## config.mk

```make
export PLATFORM = sky130hd
export DESIGN_NAME = clock_ratio_meter_flat
export DESIGN_NICKNAME = d
export VERILOG_FILES = /design/src/rtl/clock_ratio_meter_pkg.sv /design/src/rtl/clock_ratio_meter_if.sv /design/src/rtl/clock_ratio_meter_sync_edge_detect.sv /design/src/rtl/clock_ratio_meter.sv /design/src/flat_wrapper.sv
export SDC_FILE = /design/constraint.sdc
export NUM_CORES = 1
export LEC_CHECK = 0
export CORE_UTILIZATION = 25
export CTS_CLUSTER_DIAMETER = 200
export DETAILED_ROUTE_END_ITERATION = 10
export GPL_ROUTABILITY_DRIVEN = 0
export PLACE_DENSITY = 0.42
export SLEW_MARGIN = 15
export SYNTH_ARGS = -nofsm -noshare
export SYNTH_HDL_FRONTEND = slang
export SYNTH_SLANG_ARGS = --single-unit
```

## constraint.sdc

```tcl
create_clock -name clk -period 8.5 [get_ports clk]
set_clock_uncertainty 0.1 [all_clocks]
set_input_delay 1.7 -clock clk [delete_from_list [all_inputs] [get_ports clk]]
set_output_delay 1.7 -clock clk [all_outputs]
set_load 0.01 [all_outputs]
```

## src/rtl/clock_ratio_meter_pkg.sv

```systemverilog
// Shared types and default parameters for the clock ratio meter.
package clk_meter_pkg;

  typedef enum logic [1:0] {
    IDLE    = 2'd0,
    ARM     = 2'd1,
    MEASURE = 2'd2
  } meter_state_t;

  localparam int DEF_CNT_W        = 16;
  localparam int DEF_LOCK_MATCHES = 4;
  localparam int DEF_TOLERANCE    = 1;

endpackage

```

## src/rtl/clock_ratio_meter_if.sv

```systemverilog
// Signal bundle between a slow-clock source / result consumer and the meter.
import clk_meter_pkg::*;

interface clock_ratio_meter_if #(
  parameter int CNT_W = DEF_CNT_W
);
  logic             sclk_in;
  logic             meas_en;
  logic [CNT_W-1:0] half_period;
  logic             meas_valid;
  logic             locked;
  logic             timeout;

  // Stimulus / consumer side.
  modport master (
    output sclk_in, meas_en,
    input  half_period, meas_valid, locked, timeout
  );

  // Meter side.
  modport slave (
    input  sclk_in, meas_en,
    output half_period, meas_valid, locked, timeout
  );
endinterface

```

## src/rtl/clock_ratio_meter_sync_edge_detect.sv

```systemverilog
// Two-flop synchronizer plus delay flop; flags a level change of either polarity.
module sync_edge_detect (
  input  logic clk,
  input  logic rst,
  input  logic async_i,
  output logic edge_o
);
  logic s1_q, s2_q, s3_q;

  // Synchronize the asynchronous input and keep one delayed copy for edge detection.
  // NOTE: non-blocking assignments make each flop take its predecessor's old value, so this is a true shift chain.
  always_ff @(posedge clk or posedge rst) begin
    if (rst) begin
      s1_q <= 1'b0;
      s2_q <= 1'b0;
      s3_q <= 1'b0;
    end else begin
      s1_q <= async_i;
      s2_q <= s1_q;
      s3_q <= s2_q;
    end
  end

  assign edge_o = s2_q ^ s3_q;
endmodule

```

## src/rtl/clock_ratio_meter.sv

```systemverilog
// Measures the half-period of a slow clock in clk cycles and tracks lock.
import clk_meter_pkg::*;

module clock_ratio_meter #(
  parameter int CNT_W        = DEF_CNT_W,
  parameter int LOCK_MATCHES = DEF_LOCK_MATCHES,
  parameter int TOLERANCE    = DEF_TOLERANCE
) (
  input  logic               clk,
  input  logic               rst,
  clock_ratio_meter_if.slave meter_if
);
  localparam int MW = $clog2(LOCK_MATCHES + 1);

  meter_state_t     state_q, state_d;
  logic [CNT_W-1:0] cnt_q, cnt_d;
  logic [CNT_W-1:0] prev_q, prev_d;
  logic [CNT_W-1:0] half_q, half_d;
  logic [MW-1:0]    match_q, match_d;
  logic             have_prev_q, have_prev_d;
  logic             valid_q, valid_d;
  logic             locked_q, locked_d;
  logic             timeout_q, timeout_d;

  logic             edge_evt;
  logic [CNT_W-1:0] meas;
  logic [CNT_W-1:0] diff;

  sync_edge_detect u_sync (
    .clk    (clk),
    .rst    (rst),
    .async_i(meter_if.sclk_in),
    .edge_o (edge_evt)
  );

  // cnt never reaches all-ones when an edge is accepted, so cnt+1 cannot wrap.
  assign meas = cnt_q + CNT_W'(1);
  assign diff = (meas > prev_q) ? (meas - prev_q) : (prev_q - meas);

  // Next-state logic: counter, FSM, lock tracking and output pulses.
  // NOTE: every variable gets a default at the top so no path leaves one unassigned (no latches).
  always_comb begin
    state_d     = state_q;
    cnt_d       = cnt_q;
    prev_d      = prev_q;
    half_d      = half_q;
    match_d     = match_q;
    have_prev_d = have_prev_q;
    valid_d     = 1'b0;
    locked_d    = locked_q;
    timeout_d   = 1'b0;

    if (!meter_if.meas_en) begin
      state_d     = IDLE;
      cnt_d       = '0;
      match_d     = '0;
      locked_d    = 1'b0;
      have_prev_d = 1'b0;
    end else begin
      case (state_q)
        IDLE: begin
          cnt_d   = '0;
          state_d = ARM;
        end
        ARM, MEASURE: begin
          if (&cnt_q) begin
            // No edge within counter range; a simultaneous edge becomes the new reference.
            timeout_d   = 1'b1;
            cnt_d       = '0;
            match_d     = '0;
            locked_d    = 1'b0;
            have_prev_d = 1'b0;
            state_d     = edge_evt ? MEASURE : ARM;
          end else if (edge_evt) begin
            cnt_d = '0;
            if (state_q == ARM) begin
              state_d     = MEASURE;
              have_prev_d = 1'b0;
            end else begin
              half_d  = meas;
              valid_d = 1'b1;
              if (!have_prev_q) begin
                match_d = '0;
              end else if (diff <= CNT_W'(TOLERANCE)) begin
                match_d = (match_q == MW'(LOCK_MATCHES)) ? match_q : match_q + MW'(1);
              end else begin
                match_d = '0;
              end
              have_prev_d = 1'b1;
              prev_d      = meas;
              locked_d    = (match_d == MW'(LOCK_MATCHES));
            end
          end else begin
            cnt_d = cnt_q + CNT_W'(1);
          end
        end
        default: begin
          state_d = IDLE;
          cnt_d   = '0;
        end
      endcase
    end
  end

  // State and output registers, all cleared asynchronously.
  always_ff @(posedge clk or posedge rst) begin
    if (rst) begin
      state_q     <= IDLE;
      cnt_q       <= '0;
      prev_q      <= '0;
      half_q      <= '0;
      match_q     <= '0;
      have_prev_q <= 1'b0;
      valid_q     <= 1'b0;
      locked_q    <= 1'b0;
      timeout_q   <= 1'b0;
    end else begin
      state_q     <= state_d;
      cnt_q       <= cnt_d;
      prev_q      <= prev_d;
      half_q      <= half_d;
      match_q     <= match_d;
      have_prev_q <= have_prev_d;
      valid_q     <= valid_d;
      locked_q    <= locked_d;
      timeout_q   <= timeout_d;
    end
  end

  assign meter_if.half_period = half_q;
  assign meter_if.meas_valid  = valid_q;
  assign meter_if.locked      = locked_q;
  assign meter_if.timeout     = timeout_q;
endmodule
```

## src/flat_wrapper.sv

```systemverilog
// flat-port wrapper written by rule: the top's interface ports become plain ports
module clock_ratio_meter_flat 
#(
  parameter int CNT_W        = DEF_CNT_W,
  parameter int LOCK_MATCHES = DEF_LOCK_MATCHES,
  parameter int TOLERANCE    = DEF_TOLERANCE
)
  (clk, rst, meter_if_sclk_in, meter_if_meas_en, meter_if_half_period, meter_if_meas_valid, meter_if_locked, meter_if_timeout);
  clock_ratio_meter_if #(.CNT_W(CNT_W)) meter_if_i ();
  input  logic clk;
  input  logic rst;
  input wire logic [$bits(meter_if_i.sclk_in)-1:0] meter_if_sclk_in;
  input wire logic [$bits(meter_if_i.meas_en)-1:0] meter_if_meas_en;
  output wire logic [$bits(meter_if_i.half_period)-1:0] meter_if_half_period;
  output wire logic [$bits(meter_if_i.meas_valid)-1:0] meter_if_meas_valid;
  output wire logic [$bits(meter_if_i.locked)-1:0] meter_if_locked;
  output wire logic [$bits(meter_if_i.timeout)-1:0] meter_if_timeout;
  assign meter_if_i.sclk_in = meter_if_sclk_in;
  assign meter_if_i.meas_en = meter_if_meas_en;
  assign meter_if_half_period = meter_if_i.half_period;
  assign meter_if_meas_valid = meter_if_i.meas_valid;
  assign meter_if_locked = meter_if_i.locked;
  assign meter_if_timeout = meter_if_i.timeout;
  clock_ratio_meter #(.CNT_W(CNT_W), .LOCK_MATCHES(LOCK_MATCHES), .TOLERANCE(TOLERANCE)) u_core (.clk(clk), .rst(rst), .meter_if(meter_if_i));
endmodule
```

# --- Word-level counts from Yosys, hierarchy flattened ---
# Cells that the tools add are included.
word_totals:
  register_bits: 44
  latchBits: 0
  mem_bits_rw: 0
  romBits: 0
  input_bits: 4
  out_inout_bits: 19
  word_cells: 77
  memories: 0
classes:
  addsub: 4
  mul: 0
  div_mod_pow: 0
  magnitude_cmp: 2
  eq_ne: 9
  shift: 0
  mux: 41
  bitwise_logic: 3
  n_reduce_logical: 7
op_table:
  columns: ["cell", "count"]
  rows:
  - ["$mux W16", 5]
  - ["$mux W3", 13]
  - ["$sub A16 B16 Y16", 2]
  - ["$mux W1", 17]
  - ["$add A16 B1 Y16 const B", 1]
  - ["$gt A16 B16 Y1", 1]
  - ["$le A16 B1 Y1 const B", 1]
  - ["$reduce_and A16 Y1", 1]
  - ["$mux W2", 5]
  - ["$ne A4 B2 Y1 const B", 2]
  - ["$eq A3 B3 Y1 const B", 2]
  - ["$reduce_and A5 Y1", 1]
  - ["$pmux W2 S2", 1]
  - ["$reduce_and A2 Y1", 2]
  - ["$add A3 B1 Y3 const B", 1]
  - ["$ne A3 B1 Y1 const B", 1]
  - ["$ne A3 B2 Y1 const B", 1]
  - ["$reduce_and A3 Y1", 1]
  - ["$eq A2 B1 Y1 const B", 1]
  - ["$eq A2 B2 Y1 const B", 1]
  - ["$logic_not A2 Y1", 1]
  - ["$ne A2 B1 Y1 const B", 1]
  - ["$not A1 Y1", 2]
  - ["$reduce_or A2 Y1", 1]
  - ["$xor A1 B1 Y1", 1]

# --- Depth between registers and ports, before layout ---
logic_depth:
  ltp_word: 17
  depth_mapped: 17
  depth_no_buf: 16

# --- Hierarchy ---
# From an unflattened synthesis, not the netlist that was laid out.
unflattened:
  cells_unflattened: 481
  area_unflattened_um2: 3960.0
modules_own_cells:
  columns: ["mod", "instances", "cells_per_inst", "area_each_um2", "seq_area_each_um2"]
  rows:
  - ["clock_ratio_meter", 1, 476, 3872.5, 1026.0]
  - ["sync_edge_detect", 1, 5, 87.6, 75.1]

# --- Worst setup path after synthesis ---
# No wires, ideal clock.
synth_timing:
  kind: "reg-to-reg"
  start: "register u_core.cnt_q[0]"
  end: "register u_core.match_q[2]"
  setup_ps: 78
  arrival_time_ps: 3531
  required_time_ps: 8322
  slack_ps: 4792
  path_stages_with_launch: 18
  n_path_buf: 1
  synth_period_minus_slack_ps: 3708
  path_cell_list: "dfrtp_1 ha_1 nand4_1 nor2_1 nand2_1 xor2_1 inv_1 ha_1 buf_2 and2_1 and3_1 a221oi_4 mux2i_1 nor3_1 a2111o_1 a22oi_2 a41oi_1 a21oi_1"
synth_via:
  elab_chain_cells: 16
  elab_cells_between_ends: 22
  classes_between: "3 x add/sub; 2 x order compare; 2 x eq/ne; 13 x mux; 2 x reduce/logical"
synth_lines:
  columns: ["item", "line", "rtl"]
  rows:
  - ["start, declared", "clock_ratio_meter.sv:16", "logic [CNT_W-1:0] cnt_q, cnt_d;"]
  - ["start signal, assigned", "clock_ratio_meter.sv:119", "cnt_q <= cnt_d;"]
  - ["$add A16 B1 Y16 (*)", "clock_ratio_meter.sv:37", "assign meas = cnt_q + CNT_W'(1);"]
  - ["net u_core.meas[14]", "clock_ratio_meter.sv:26", "logic [CNT_W-1:0] meas;"]
  - ["$sub A16 B16 Y16 / $gt A16 B16 Y1 (equally long branches)", "clock_ratio_meter.sv:38", "assign diff = (meas > prev_q) ? (meas - prev_q) : (prev_q - meas);"]
  - ["$mux W16 (*)", "clock_ratio_meter.sv:38", null]
  - ["$le A16 B1 Y1 (*)", "clock_ratio_meter.sv:84", "end else if (diff <= CNT_W'(TOLERANCE)) begin"]
  - ["$mux W3 (*)", "clock_ratio_meter.sv:84", null]
  - ["$mux W3 (*)", "clock_ratio_meter.sv:82", "if (!have_prev_q) begin"]
  - ["$mux W3 (*)", "clock_ratio_meter.sv:76", "if (state_q == ARM) begin"]
  - ["$mux W3 (*)", "clock_ratio_meter.sv:74", "end else if (edge_evt) begin"]
  - ["$mux W3 (*)", "clock_ratio_meter.sv:66", "if (&cnt_q) begin"]
  - ["$mux W3 (*)", "clock_ratio_meter.sv:60", "case (state_q)"]
  - ["$mux W3 (*)", "clock_ratio_meter.sv:53", "if (!meter_if.meas_en) begin"]
  - ["$mux W3 (*)", "clock_ratio_meter.sv:76", null]
  - ["$mux W3 (*)", "clock_ratio_meter.sv:74", null]
  - ["$mux W3 (*)", "clock_ratio_meter.sv:66", null]
  - ["$mux W3 (*)", "clock_ratio_meter.sv:60", null]
  - ["$mux W3 (*)", "clock_ratio_meter.sv:53", null]
  - ["end signal, assigned", "clock_ratio_meter.sv:122", "match_q <= match_d;"]
  - ["end, declared", "clock_ratio_meter.sv:19", "logic [MW-1:0] match_q, match_d;"]
# Mark *: on every way through the listed nets, which the timed path passes. The rest lies on a longest branch. The select of a mux whose other input is x is not followed.
# A chain may end at the register's enable or synchronous reset.

# --- Worst setup path after layout ---
# Same ends and word-level chain as after synthesis.

==> summary.md <==
| Metric | Value |
|---|---|
| Crit path max fanout | 11 |
| Max_cap viols | 0 |
| CTS hold repair buffers | 0 |
| CP Capture Type | flip-flop |
| Largest net degree at the start of global routing | between 40 and 50 |
| Status | complete, no violations |
| Mapped Avg Cell Area | 8.41 sq um |
| Area of the die | around 0.016 sq mm |
| Final nets | between 500 and 600 |
| VDD IR max | roughly 0.07 mV |
| Critical path class | flip-flop to flip-flop |
| Inserted Clock Buffers | 5 |
| Setup TNS | 0 ps |
| RSZ-0062 raised after global routing | false |
| WL final | 9.37 mm |
| Worst Hold Launch | u_core.u_sync.s1_q$_DFF_PP0_ |
| Die X | between 100 and 150 um |
| Final hold vios | 0 |
| Synth top cells by count | inv_1, dfrtp_1, nand2_1, nor2_1, ha_1 |
| Final WS setup | about 4100 ps |
| CTS tree | done |
| Period utilisation layout | between 50% and 60% |
| Synth Register Bits | 44 |
| Vias in the first global route | around 3000 |
| Starting Density | between 20% and 30% |
| Vias | 3160 |
| Worst slew pin tran | 928 ps |
| Synth area leaders | dfrtp_1, ha_1, inv_1 |
| Post-synth EDFFs | 0 |
| H-tree depth | 2 |
| Gr usage total | about an eighth |
| Seq/Total Area, Yosys | between 20 and 30% |
| Grt total ovfl | 0 |
| CP Data Required Time | ~8600 ps |
| Reg2Reg Depth | 15 |
| Layout fillers | roughly 1600 |
| Crit start category | flip-flop |
| Total I/O pin count | 23 |
| Antenna violations before repair | 0 |
| Post-CTS Setup Repair Bufs | 0 |
| Dpl cell area | 0.00413 sq mm |
| Count leader, synth | inv_1 |
| Final setup viols | 0 |
| R2R Path Start | u_core.cnt_q[0]$_DFF_PP0_ |
| Clk_lat worst skew | around 290 ps |
| Ys flop type | dfrtp_1 |
| CP cell instances | ha_1 -> nand4_1 -> nor2_1 -> nand2_1 -> xor2_1 -> inv_1 -> ha_1 -> and4_1 -> nand3_1 -> o21ai_2 -> nand2_1 -> or4_1 -> o22ai_2 -> a41oi_1 -> a21oi_1 |
| Relative slew slack | 38.1% |
| Worst hold endpoint | u_core.u_sync.s2_q$_DFF_PP0_ |
| Max-slew violations | 0 |
| Async set or reset register ratio after synthesis | 100% |
| Finished Cell Area | around 0.0043 sq mm |
| Post-synth top area share | between 20% and 30% |
| DR pass1 iterations | 4 |
| Via/cell ratio | approximately 4.8 |
| Longest Clk Path Bufs | 2 |
| Worst slack, placed | just over 4000 ps |
| Min-Delay Path Class | flip-flop to flip-flop |
| Post-layout min period | 4380 ps |
| PostCTS Resize Cnt | 0 |
| Layout Cells excl Fill | ~650 |
| Area leader, netlist | dfrtp_1 |
| Die Span Y | approximately 130 um |
| Routed wire length per instance | 14.4 um |
| Area occupied by multi-input gates | between 0.002 and 0.0025 sq mm |
| Remaining antenna violation count | 0 |
| Worst Path Arrival | around 4500 ps |
| Hold depth | 0 |
| Yosys Warn Count | 0 |
| Dpl hpwl | around 7.4 mm |
| Worst R2R End | u_core.match_q[2]$_DFFE_PP0P_ |
| Synthesized instance count | 454 |
| PwrDens | ~210 mW/mm^2 |
| N_diodes | 0 |
| PortBufs | 22 |
| Placed Cells | 645 |
| FMAX | ~0.23 GHz |
| Post-Syn Nets | 497 |
| Total power | a little over 900 uW |
| DRC violations left | 0 |
| R2R Setup Slk | just over 4000 ps |
| Sink Count | 44 |
| Fraction of layout cells with a size suffix above 1 | about 6.4% |
| Reg area | between 0.001 and 0.0015 sq mm |
| First-pass GRT wire length | between 15 and 20 mm |
| Slowest cell on the critical path | or4_1 |
| # rows | 44 |
| Root Driver | clkbuf_16 |
| Synthesized cell area | between 0.003 and 0.004 sq mm |
| Clock transition at path regs | approximately 60 ps |
| DRT iter0 DRCs | 100 |
| Area growth syn-to-layout | 12.1% |
| Unique masters post-synth | 70 |
| Slowest stage delay, CP | ~560 ps |
| Static Leak | about 1.9 nW |
| Core area | around 0.015 sq mm |
layout make-up:
| cell class | count | share of cell area [%] |
|---|---|---|
| Sequential cell | 44 | 25.7 |
| Timing Repair Buffer | 23 | 5.32 |
| Multi-Input combinational cell | 347 | 55.9 |
| Clock buffer | 6 | 3.24 |
| Tap cell | 184 | 5.38 |
| Inverter | 47 | 4.12 |
| Clock inverter | 2 | 0.322 |
power by group:
part	internal [mW]	leakage [nW]	switching, mW	total [mW]
Clock	0.117	0.0772	0.0829	0.200
Sequential	0.222	0.601	0.0150	0.237
Combinational	0.208	1.26	0.270	0.479
sequential cells by signal (all words and copies together), names as in the netlist:
register / cells
u_core.cnt_q: 16
u_core.have_prev_q: 1
u_core.match_q: 3
u_core.meter_if.locked: 1
u_core.meter_if.meas_valid: 1
u_core.meter_if.timeout: 1
u_core.prev_q: 16
u_core.state_q: 2
u_core.u_sync.s1_q: 1
u_core.u_sync.s2_q: 1
u_core.u_sync.s3_q: 1
how the worst max path moves through the flow:
stage                                               end  depth (start not counted)  slack, ps                       from
after floorplan           u_core.match_q[2]$_DFFE_PP0P_                         17       4790  u_core.cnt_q[0]$_DFF_PP0_
after global placement    u_core.match_q[2]$_DFFE_PP0P_                         16       4210  u_core.cnt_q[0]$_DFF_PP0_
after detailed placement  u_core.match_q[2]$_DFFE_PP0P_                         15       4110  u_core.cnt_q[0]$_DFF_PP0_
after CTS                 u_core.match_q[2]$_DFFE_PP0P_                         15       4090  u_core.cnt_q[0]$_DFF_PP0_
after global routing      u_core.match_q[1]$_DFFE_PP0P_                         15       3680  u_core.cnt_q[0]$_DFF_PP0_
final                     u_core.match_q[2]$_DFFE_PP0P_                         15       4120  u_core.cnt_q[0]$_DFF_PP0_
routing by layer:
metal  up-vias  track usage (%)  wire (um)
met3         9             1.71        256
met2        49             19.6       4200
met1      1498             17.3       4710
met4         0             4.73        197
met5         -                0          0
li1       1604                -          -
stage by stage:
stage	util, %	hold slack (ps)
final	29.1	253
after global routing	29.1	269
after CTS	29.1	253
after detailed placement	28.1	239
after global placement	28.1	242
after floorplan	-	231
critical path, delay by kind of cell, from the launching register on:
kind	cells	cell delay, ps
fa+ha+maj	2	720
compound gates	4	840
xor+xnor	1	290
flops	1	440
simple gates	7	1820
buf+inv	1	80
cell families after synthesis:
kind of cell    Yosys count  share of synthesized area (%)
compound gates          127                           22.8
xor+xnor                 26                           5.96
fa+ha+maj                39                           13.2
buf+inv                  63                           8.52
flops                    44                           28.8
mux                       4                           1.05
simple gates            151                           19.6
cell usage in the layout, fill, tap and decap left out, drive strengths merged, types with 8 or more instances in the layout:
| master | count |
|---|---|
| a21oi | 32 |
| clkdlybuf4s50 | 22 |
| dfrtp | 44 |
| ha | 37 |
| inv | 48 |
| nand2 | 43 |
| nand3 | 13 |
| nand4 | 8 |
| nor2 | 44 |
| o21ai | 42 |
| xnor2 | 14 |
| xor2 | 12 |
Power figures use the tool's default switching activity.
